===== src/rtl/mem_access_pkg.sv =====
// Shared types for the MEM-stage load/store engine: funct3 codes, FSM states,
// access-size decode and the registered data-bus request.
package mem_access_pkg;

  localparam int REG_W  = 32;
  localparam int REG_AW = 5;

  localparam logic [2:0] MEM_B  = 3'b000;
  localparam logic [2:0] MEM_H  = 3'b001;
  localparam logic [2:0] MEM_W  = 3'b010;
  localparam logic [2:0] MEM_BU = 3'b100;
  localparam logic [2:0] MEM_HU = 3'b101;

  typedef enum logic [1:0] {
    MEM_IDLE = 2'd0,
    MEM_BUSY = 2'd1,
    MEM_DONE = 2'd2
  } mem_state_e;

  typedef enum logic [1:0] {
    SZ_B = 2'd0,
    SZ_H = 2'd1,
    SZ_W = 2'd2
  } mem_size_e;

  typedef struct packed {
    logic             we;
    logic [REG_W-1:0] addr;
    logic [3:0]       be;
    logic [REG_W-1:0] wdata;
  } dbus_req_t;

  // Undefined funct3 encodings fall back to word accesses.
  function automatic mem_size_e size_of(input logic [2:0] f3);
    case (f3)
      MEM_B, MEM_BU: size_of = SZ_B;
      MEM_H, MEM_HU: size_of = SZ_H;
      default:       size_of = SZ_W;
    endcase
  endfunction

  function automatic logic is_unsigned(input logic [2:0] f3);
    is_unsigned = (f3 == MEM_BU) || (f3 == MEM_HU);
  endfunction

  function automatic logic misaligned(input logic [2:0] f3, input logic [1:0] a);
    case (size_of(f3))
      SZ_B:    misaligned = 1'b0;
      SZ_H:    misaligned = a[0];
      default: misaligned = (a != 2'b00);
    endcase
  endfunction

endpackage


===== src/rtl/mem_align.sv =====
// Byte-lane steering for stores and lane extraction with sign/zero extension
// for loads. Purely combinational.
module mem_align
  import mem_access_pkg::*;
(
  input  logic [2:0]       funct3_i,
  input  logic [1:0]       a_i,
  input  logic [REG_W-1:0] sdata_i,
  input  logic [REG_W-1:0] rdata_i,
  output logic [3:0]       be_o,
  output logic [REG_W-1:0] wdata_o,
  output logic [REG_W-1:0] ldata_o
);

  logic [7:0]  byte_v;
  logic [15:0] half_v;
  logic        uns;

  always_comb begin
    byte_v  = rdata_i[{a_i, 3'b000} +: 8];
    half_v  = a_i[1] ? rdata_i[31:16] : rdata_i[15:0];
    uns     = is_unsigned(funct3_i);
    be_o    = 4'b1111;
    wdata_o = sdata_i;
    ldata_o = rdata_i;
    // Halfwords only look at a[1] and words ignore a entirely, so stray low
    // address bits never push lanes off the word.
    case (size_of(funct3_i))
      SZ_B: begin
        be_o    = 4'b0001 << a_i;
        wdata_o = {4{sdata_i[7:0]}};
        ldata_o = uns ? {24'h0, byte_v} : {{24{byte_v[7]}}, byte_v};
      end
      SZ_H: begin
        be_o    = 4'b0011 << {a_i[1], 1'b0};
        wdata_o = {2{sdata_i[15:0]}};
        ldata_o = uns ? {16'h0, half_v} : {{16{half_v[15]}}, half_v};
      end
      default: ;
    endcase
  end

endmodule


===== src/rtl/mem_access.sv =====
// MEM-stage load/store engine: pass-through for ALU ops, req/ack data-bus
// access with stall and timeout for ld/st. `MISALIGN_TRAP_EN traps misaligned
// H/W accesses instead of issuing them.
module mem_access
  import mem_access_pkg::*;
#(
  parameter int TIMEOUT = 16,
  parameter int CNT_W   = 5
) (
  input  logic              clk,
  input  logic              rst,
  input  logic [REG_AW-1:0] mem_waddr_i,
  input  logic              mem_we_i,
  input  logic [REG_W-1:0]  mem_wdata_i,
  input  logic              mem_ld_i,
  input  logic              mem_st_i,
  input  logic [2:0]        mem_funct3_i,
  input  logic [REG_W-1:0]  mem_sdata_i,
  output logic              dbus_req_o,
  output logic              dbus_we_o,
  output logic [REG_W-1:0]  dbus_addr_o,
  output logic [3:0]        dbus_be_o,
  output logic [REG_W-1:0]  dbus_wdata_o,
  input  logic              dbus_ack_i,
  input  logic [REG_W-1:0]  dbus_rdata_i,
  output logic              stall_o,
  output logic              err_o,
  output logic [REG_AW-1:0] wb_waddr_o,
  output logic              wb_we_o,
  output logic [REG_W-1:0]  wb_wdata_o
);

  mem_state_e       state_q;
  logic [CNT_W-1:0] cnt_q;
  logic             req_q;
  dbus_req_t        bus_q;
  logic [2:0]       f3_q;
  logic [1:0]       a_q;
  logic             ld_q;
  logic             ok_q;
  logic             err_q;
  logic [REG_W-1:0] result_q;

  logic             access;
  logic             mis;
  logic             issue;
  logic             timeout_hit;
  logic [2:0]       al_f3;
  logic [1:0]       al_a;
  logic [3:0]       al_be;
  logic [REG_W-1:0] al_wdata;
  logic [REG_W-1:0] al_ldata;

  assign access = mem_ld_i | mem_st_i;

`ifdef MISALIGN_TRAP_EN
  assign mis = access && misaligned(mem_funct3_i, mem_wdata_i[1:0]);
`else
  assign mis = 1'b0;
`endif

  assign issue       = (state_q == MEM_IDLE) && access && !mis;
  assign timeout_hit = (cnt_q == CNT_W'(TIMEOUT - 1));

  // Steer from the live inputs while issuing; extract with the latched
  // access shape while waiting for the ack.
  assign al_f3 = (state_q == MEM_IDLE) ? mem_funct3_i : f3_q;
  assign al_a  = (state_q == MEM_IDLE) ? mem_wdata_i[1:0] : a_q;

  mem_align u_align (
    .funct3_i (al_f3),
    .a_i      (al_a),
    .sdata_i  (mem_sdata_i),
    .rdata_i  (dbus_rdata_i),
    .be_o     (al_be),
    .wdata_o  (al_wdata),
    .ldata_o  (al_ldata)
  );

  always_ff @(posedge clk) begin
    if (rst) begin
      state_q  <= MEM_IDLE;
      cnt_q    <= '0;
      req_q    <= 1'b0;
      bus_q    <= '0;
      f3_q     <= '0;
      a_q      <= '0;
      ld_q     <= 1'b0;
      ok_q     <= 1'b0;
      err_q    <= 1'b0;
      result_q <= '0;
    end else begin
      err_q <= 1'b0;
      case (state_q)
        MEM_IDLE: begin
          if (issue) begin
            req_q       <= 1'b1;
            bus_q.we    <= mem_st_i;
            bus_q.addr  <= {mem_wdata_i[REG_W-1:2], 2'b00};
            bus_q.be    <= al_be;
            bus_q.wdata <= al_wdata;
            f3_q        <= mem_funct3_i;
            a_q         <= mem_wdata_i[1:0];
            ld_q        <= mem_ld_i;
            cnt_q       <= '0;
            state_q     <= MEM_BUSY;
          end
        end
        MEM_BUSY: begin
          cnt_q <= cnt_q + CNT_W'(1);
          // Ack is tested first so a last-cycle ack still completes cleanly.
          if (dbus_ack_i) begin
            req_q    <= 1'b0;
            result_q <= al_ldata;
            ok_q     <= 1'b1;
            state_q  <= MEM_DONE;
          end else if (timeout_hit) begin
            req_q   <= 1'b0;
            err_q   <= 1'b1;
            ok_q    <= 1'b0;
            state_q <= MEM_DONE;
          end
        end
        MEM_DONE: state_q <= MEM_IDLE;
        default:  state_q <= MEM_IDLE;
      endcase
    end
  end

  assign dbus_req_o   = req_q;
  assign dbus_we_o    = bus_q.we;
  assign dbus_addr_o  = bus_q.addr;
  assign dbus_be_o    = bus_q.be;
  assign dbus_wdata_o = bus_q.wdata;

  assign stall_o = !rst && (issue || (state_q == MEM_BUSY));
  assign err_o   = !rst && (err_q || ((state_q == MEM_IDLE) && mis));

  always_comb begin
    wb_waddr_o = mem_waddr_i;
    wb_we_o    = mem_we_i;
    wb_wdata_o = mem_wdata_i;
    if (rst) begin
      wb_waddr_o = '0;
      wb_we_o    = 1'b0;
      wb_wdata_o = '0;
    end else begin
      case (state_q)
        MEM_IDLE: if (access) wb_we_o = 1'b0;
        MEM_BUSY: wb_we_o = 1'b0;
        MEM_DONE: begin
          wb_we_o    = ld_q && ok_q;
          wb_wdata_o = result_q;
        end
        default: wb_we_o = 1'b0;
      endcase
    end
  end

endmodule


===== config.mk =====
export PLATFORM = sky130hd
export DESIGN_NAME = mem_access
export DESIGN_NICKNAME = d
export VERILOG_FILES = /design/src/rtl/mem_access_pkg.sv /design/src/rtl/mem_align.sv /design/src/rtl/mem_access.sv
export SDC_FILE = /design/constraint.sdc
export NUM_CORES = 1
export LEC_CHECK = 0
export ABC_AREA = 1
export BUFFER_PORTS_ARGS = -buffer_cell sky130_fd_sc_hd__buf_2
export CAP_MARGIN = 20
export CORE_ASPECT_RATIO = 0.5
export CORE_MARGIN = 3
export CORE_UTILIZATION = 40
export DETAILED_ROUTE_END_ITERATION = 7
export GPL_TIMING_DRIVEN = 0
export PLACE_DENSITY = 0.81
export SYNTH_ARGS = -nofsm -noshare
export SYNTH_HDL_FRONTEND = slang
export SYNTH_SLANG_ARGS = --single-unit

===== constraint.sdc =====
create_clock -name clk -period 1.77 [get_ports clk]
set_clock_uncertainty 0.1 [all_clocks]
set_input_delay 0.0885 -clock clk [delete_from_list [all_inputs] [get_ports clk]]
set_output_delay 0.0885 -clock clk [all_outputs]
set_load 0.01 [all_outputs]

==> results.txt <==
- The routed layout has 7648 vias.
* Number of cells produced by synthesis: 862
- Cell taking the most area after synthesis: sky130_fd_sc_hd__dfxtp_1
- Peak supply drop: 698 uV
* Clock slew at the register clock pins of the worst setup and hold paths: 0.05 ns
- The wire-length estimate of the detail-placed layout is 16700 microns.
* Worst R2R End: dbus_wdata_o[24]
- In this run the critical register-to-register path is launched from state_q[1].
- Share of synthesized flip-flops with an asynchronous set or reset: 0%
* Highest fanout seen on the critical path: 5
- The setup check on the worst reg-to-reg path leaves a slack of -0.17 ns.
- Timing startpoint of the critical path: state_q[1]
- # rows: 30
* Post-synthesis sequential area ratio: 39.9%
* Max-slew violation total from the final report: 0
* Final worst hold slack: -0.0179 ns
- Headroom to the max-slew limit came out at 56.7%.
- Shortest clock period the worst path allows after layout: 1.94 ns
- Initial Util: 41.8%
- At the worst endpoint, the arrival time is 2.13 ns.
- The worst hold path begins at mem_sdata_i[17].
- From left edge to right edge, the die measures 176 microns.
* DIE HEIGHT: 91.0 microns
* Number of H-tree levels: 4
- Entering global routing, the biggest net connects 17 pins.
- Cell with the most instances on the worst path: sky130_fd_sc_hd__nor2_4
- In this run the count of I/O pins placed on the die edge is 220.
- STA classifies the critical path startpoint as a flip-flop.
- Initial antenna violation count: 0
- Endpoint required time on the critical path: 1.96 ns
- Library cells used by synthesis: 37
- Achievable Freq: 517 MHz
- Global routing used 29.8% of the available tracks.
* Destination of the worst hold path: dbus_wdata_o[17]
- Mapped Area: 5770 sq um
- The core region is 13800 sq um.
* Via density per instance: 5.39
- TritonCTS clock tree: done
- The worst setup path is of the reg2reg kind.
* First-pass GRT wire length: 37800 microns
- Finished Layout Cells: 1418
- Routability-driven placement finished with a final weighted congestion of 0.969.
* List of most frequent post-synthesis cells: 138 x sky130_fd_sc_hd__o21ai_0, 127 x sky130_fd_sc_hd__nand2_1, 115 x sky130_fd_sc_hd__dfxtp_1, 115 x sky130_fd_sc_hd__inv_1, 114 x sky130_fd_sc_hd__nor2_1
- The worst hold path was traced through 4 stages.
* Initial DRC Count: 697
- After layout, the worst setup slack is -0.166 ns.
* Yosys synthesis warning count: 0
- Prior to clock tree synthesis, the placed netlist has a worst setup slack of -0.458 ns.
* Number of buffers created by CTS: 17
* Final period util: 109%
- Max Cap Viol: 0
- Yosys mapped a number of flops with a built-in enable equal to 0.
* Total number of nets in the final design: 1324
- Buffers placed on the I/O ports in this run total 216.
* Synthesized flop and latch total: 115
- Counting every sink on the clock net gives 115.
- sky130_fd_sc_hd__o21ai_0 is the most common cell in the netlist.
- Fraction of final layout cells with drive strength greater than 1: 36.2%
- Final Hold Violating Endpoints: 3
- Wires add up to 26000 microns.
- The flow ran to the end, but the final reports show violations.
- Cell area power density: 1020 nW/um^2
* Setup repair after global routing missed its margin: yes
* Sum of negative setup slack: -5.76 ns
* Root buf cell: sky130_fd_sc_hd__clkbuf_16
- Routed WL per cell: 18.4 microns
- In this design, the stage delay of the slowest critical-path cell is 0.37 ns.
- The number of global-route vias before repair was 7365.
- Area overhead of the layout relative to synthesis: 67.7%
* Static leakage: 4.72 nW
- Flip-flop cell with the highest count after synthesis: sky130_fd_sc_hd__dfxtp_1
* Slew of the pin with the lowest slew margin: 0.650 ns
* Portion of synthesized cell area occupied by the leading cell type: 39.9%
- Placed cells: 1271
- The critical path goes through nor2_4 -> nand2_2 -> o21ai_4 -> buf_4 -> nor2_4 -> buf_6 -> nand2_1 -> o21ai_1 -> o221ai_1 -> inv_1.
* Top cells by area, synth: sky130_fd_sc_hd__dfxtp_1 40%, sky130_fd_sc_hd__o21ai_0 12%, sky130_fd_sc_hd__a21oi_1 9.6%, sky130_fd_sc_hd__nand2_1 8.3%, sky130_fd_sc_hd__inv_1 7.5%
- Critical Path Slowest Stage Cell: sky130_fd_sc_hd__dfxtp_4
* Setup-violating endpoint count in the final report: 84
- In the routed design, unresolved DRC markers number 0.
- Remaining antenna violation count: 0
* Global route total overflow: 0
- The clock reaches the later pin of the worst-skew pair after 0.42 ns.
* Die Outline Area: 16000 sq um
- The layout has 1030 filler cells.
* Reg2reg path depth: 10
- Largest buffer count on any clock path: 2
- The final reports fail on negative hold slack, negative setup slack.
- The worst setup path is captured at a flip-flop.
* Post-synthesis area per instance: 6.70 sq um
- The path class of the tightest hold or removal check is in2reg.
* Number of detailed-routing iterations run before antenna repair: 6
-- critical path: cells and delay by family (launching register included) --
kind | cells | cell delay, ns
compound gates | 3 | 0.48
simple gates | 4 | 0.45
buf+inv | 3 | 0.41
flops | 1 | 0.37
-- metrics by stage --
stage | area, sq um | util, % | power, W
final | 9680 | 70.1 | 0.00983
after global routing | 9680 | 70.1 | 0.0102
after CTS | 9040 | 65.4 | 0.00930
after detailed placement | 7100 | 51.4 | 0.00512
after global placement | 7100 | 51.4 | 0.00507
after floorplan | 5780 | - | 0.00429
-- sequential cells by signal, summed over array words and instances, names as in the netlist --
register / flops
result_q: 32
cnt_q: 5
dbus_req_o: 1
f3_q: 3
dbus_be_o: 4
state_q: 2
dbus_addr_o: 30
ld_q: 1
err_q: 1
dbus_we_o: 1
ok_q: 1
a_q: 2
dbus_wdata_o: 32
-- power breakdown --
group	leakage [nW]	switching, W	internal [W]
clock	0.313	0.00129	0.00261
combinational	3.46	0.00171	0.00119
sequential	0.951	0.000158	0.00288
-- cell usage in the layout, fill, tap and decap left out, types with 3 or more instances in the layout --
master	instances
sky130_fd_sc_hd__inv_1	112
sky130_fd_sc_hd__nand3_2	4
sky130_fd_sc_hd__inv_4	3
sky130_fd_sc_hd__nor2_1	102
sky130_fd_sc_hd__buf_8	7
sky130_fd_sc_hd__inv_2	3
sky130_fd_sc_hd__buf_4	19
sky130_fd_sc_hd__nor2_2	3
sky130_fd_sc_hd__nand2_1	112
sky130_fd_sc_hd__dlygate4sd3_1	86
sky130_fd_sc_hd__buf_2	220
sky130_fd_sc_hd__buf_12	7
sky130_fd_sc_hd__clkbuf_16	21
sky130_fd_sc_hd__o221ai_1	8
sky130_fd_sc_hd__o21ai_4	15
sky130_fd_sc_hd__dfxtp_1	113
sky130_fd_sc_hd__clkbuf_8	3
sky130_fd_sc_hd__o21ai_1	27
sky130_fd_sc_hd__nand3_1	9
sky130_fd_sc_hd__a21oi_1	89
sky130_fd_sc_hd__o21bai_1	7
sky130_fd_sc_hd__bufinv_16	5
sky130_fd_sc_hd__clkbuf_2	17
sky130_fd_sc_hd__a21oi_2	21
sky130_fd_sc_hd__o21ai_0	79
sky130_fd_sc_hd__o21ai_2	33
sky130_fd_sc_hd__nand2_2	14
sky130_fd_sc_hd__nor2_4	14
sky130_fd_sc_hd__nand2_4	6
sky130_fd_sc_hd__clkbuf_1	16
sky130_fd_sc_hd__or2_2	6
sky130_fd_sc_hd__buf_6	9
sky130_fd_sc_hd__nand4_1	6
-- repair_timing --
item | 4_1_cts | 5_1_grt
gates resized for setup | 122 | 167
pin swaps | 6 | 31
setup buffers | 12 | 13
cloned | 2 | 4
hold buffers | 85 | 1
endpoints found under the hold margin | 90 | 1
setup endpoints to repair | 135 | 128
-- metal layers --
layer	global-route usage [%]	wire length, microns	up-vias
met2	49.9	12400	483
met4	12.6	929	0
li1	-	-	3500
met1	37.1	10200	3564
met3	6.89	2480	101
met5	0	0	-
-- logic make-up (layout without fill, tap and decap cells) --
| group | after synthesis | count (layout) | synth area share, % |
|---|---|---|---|
| other cells | 1 | 3 | 0.0649 |
| flops | 115 | 115 | 39.9 |
| fa+ha+maj | 2 | 2 | 0.433 |
| buf+inv | 175 | 537 | 12.0 |
| compound gates | 288 | 288 | 27.3 |
| simple gates | 281 | 281 | 20.3 |
-- worst max-delay path by stage --
| stage | endpoint | slack, ns | depth (start not counted) |
|---|---|---|---|
| after floorplan | result_q[22] | 0.08 | 11 |
| after global placement | result_q[17] | -0.46 | 8 |
| after detailed placement | result_q[5] | -0.46 | 8 |
| after CTS | stall_o | -0.1 | 7 |
| after global routing | dbus_wdata_o[24] | -0.22 | 10 |
| final | dbus_wdata_o[24] | -0.17 | 10 |
-- layout make-up --
type                    count  area [sq um]  area share (%)
multi-input cells         573          3310            34.1
flip-flops and latches    115          2310            23.9
repair buffers            332          2310            23.8
clock buffers              23           478            4.94
inverters                 120           470            4.86
plain buffers              53           394            4.07
well taps                 192           240            2.48
clock inverters             9           175            1.81
diodes                      1          2.50          0.0258
Note: power is estimated with default switching activity, not from simulation.
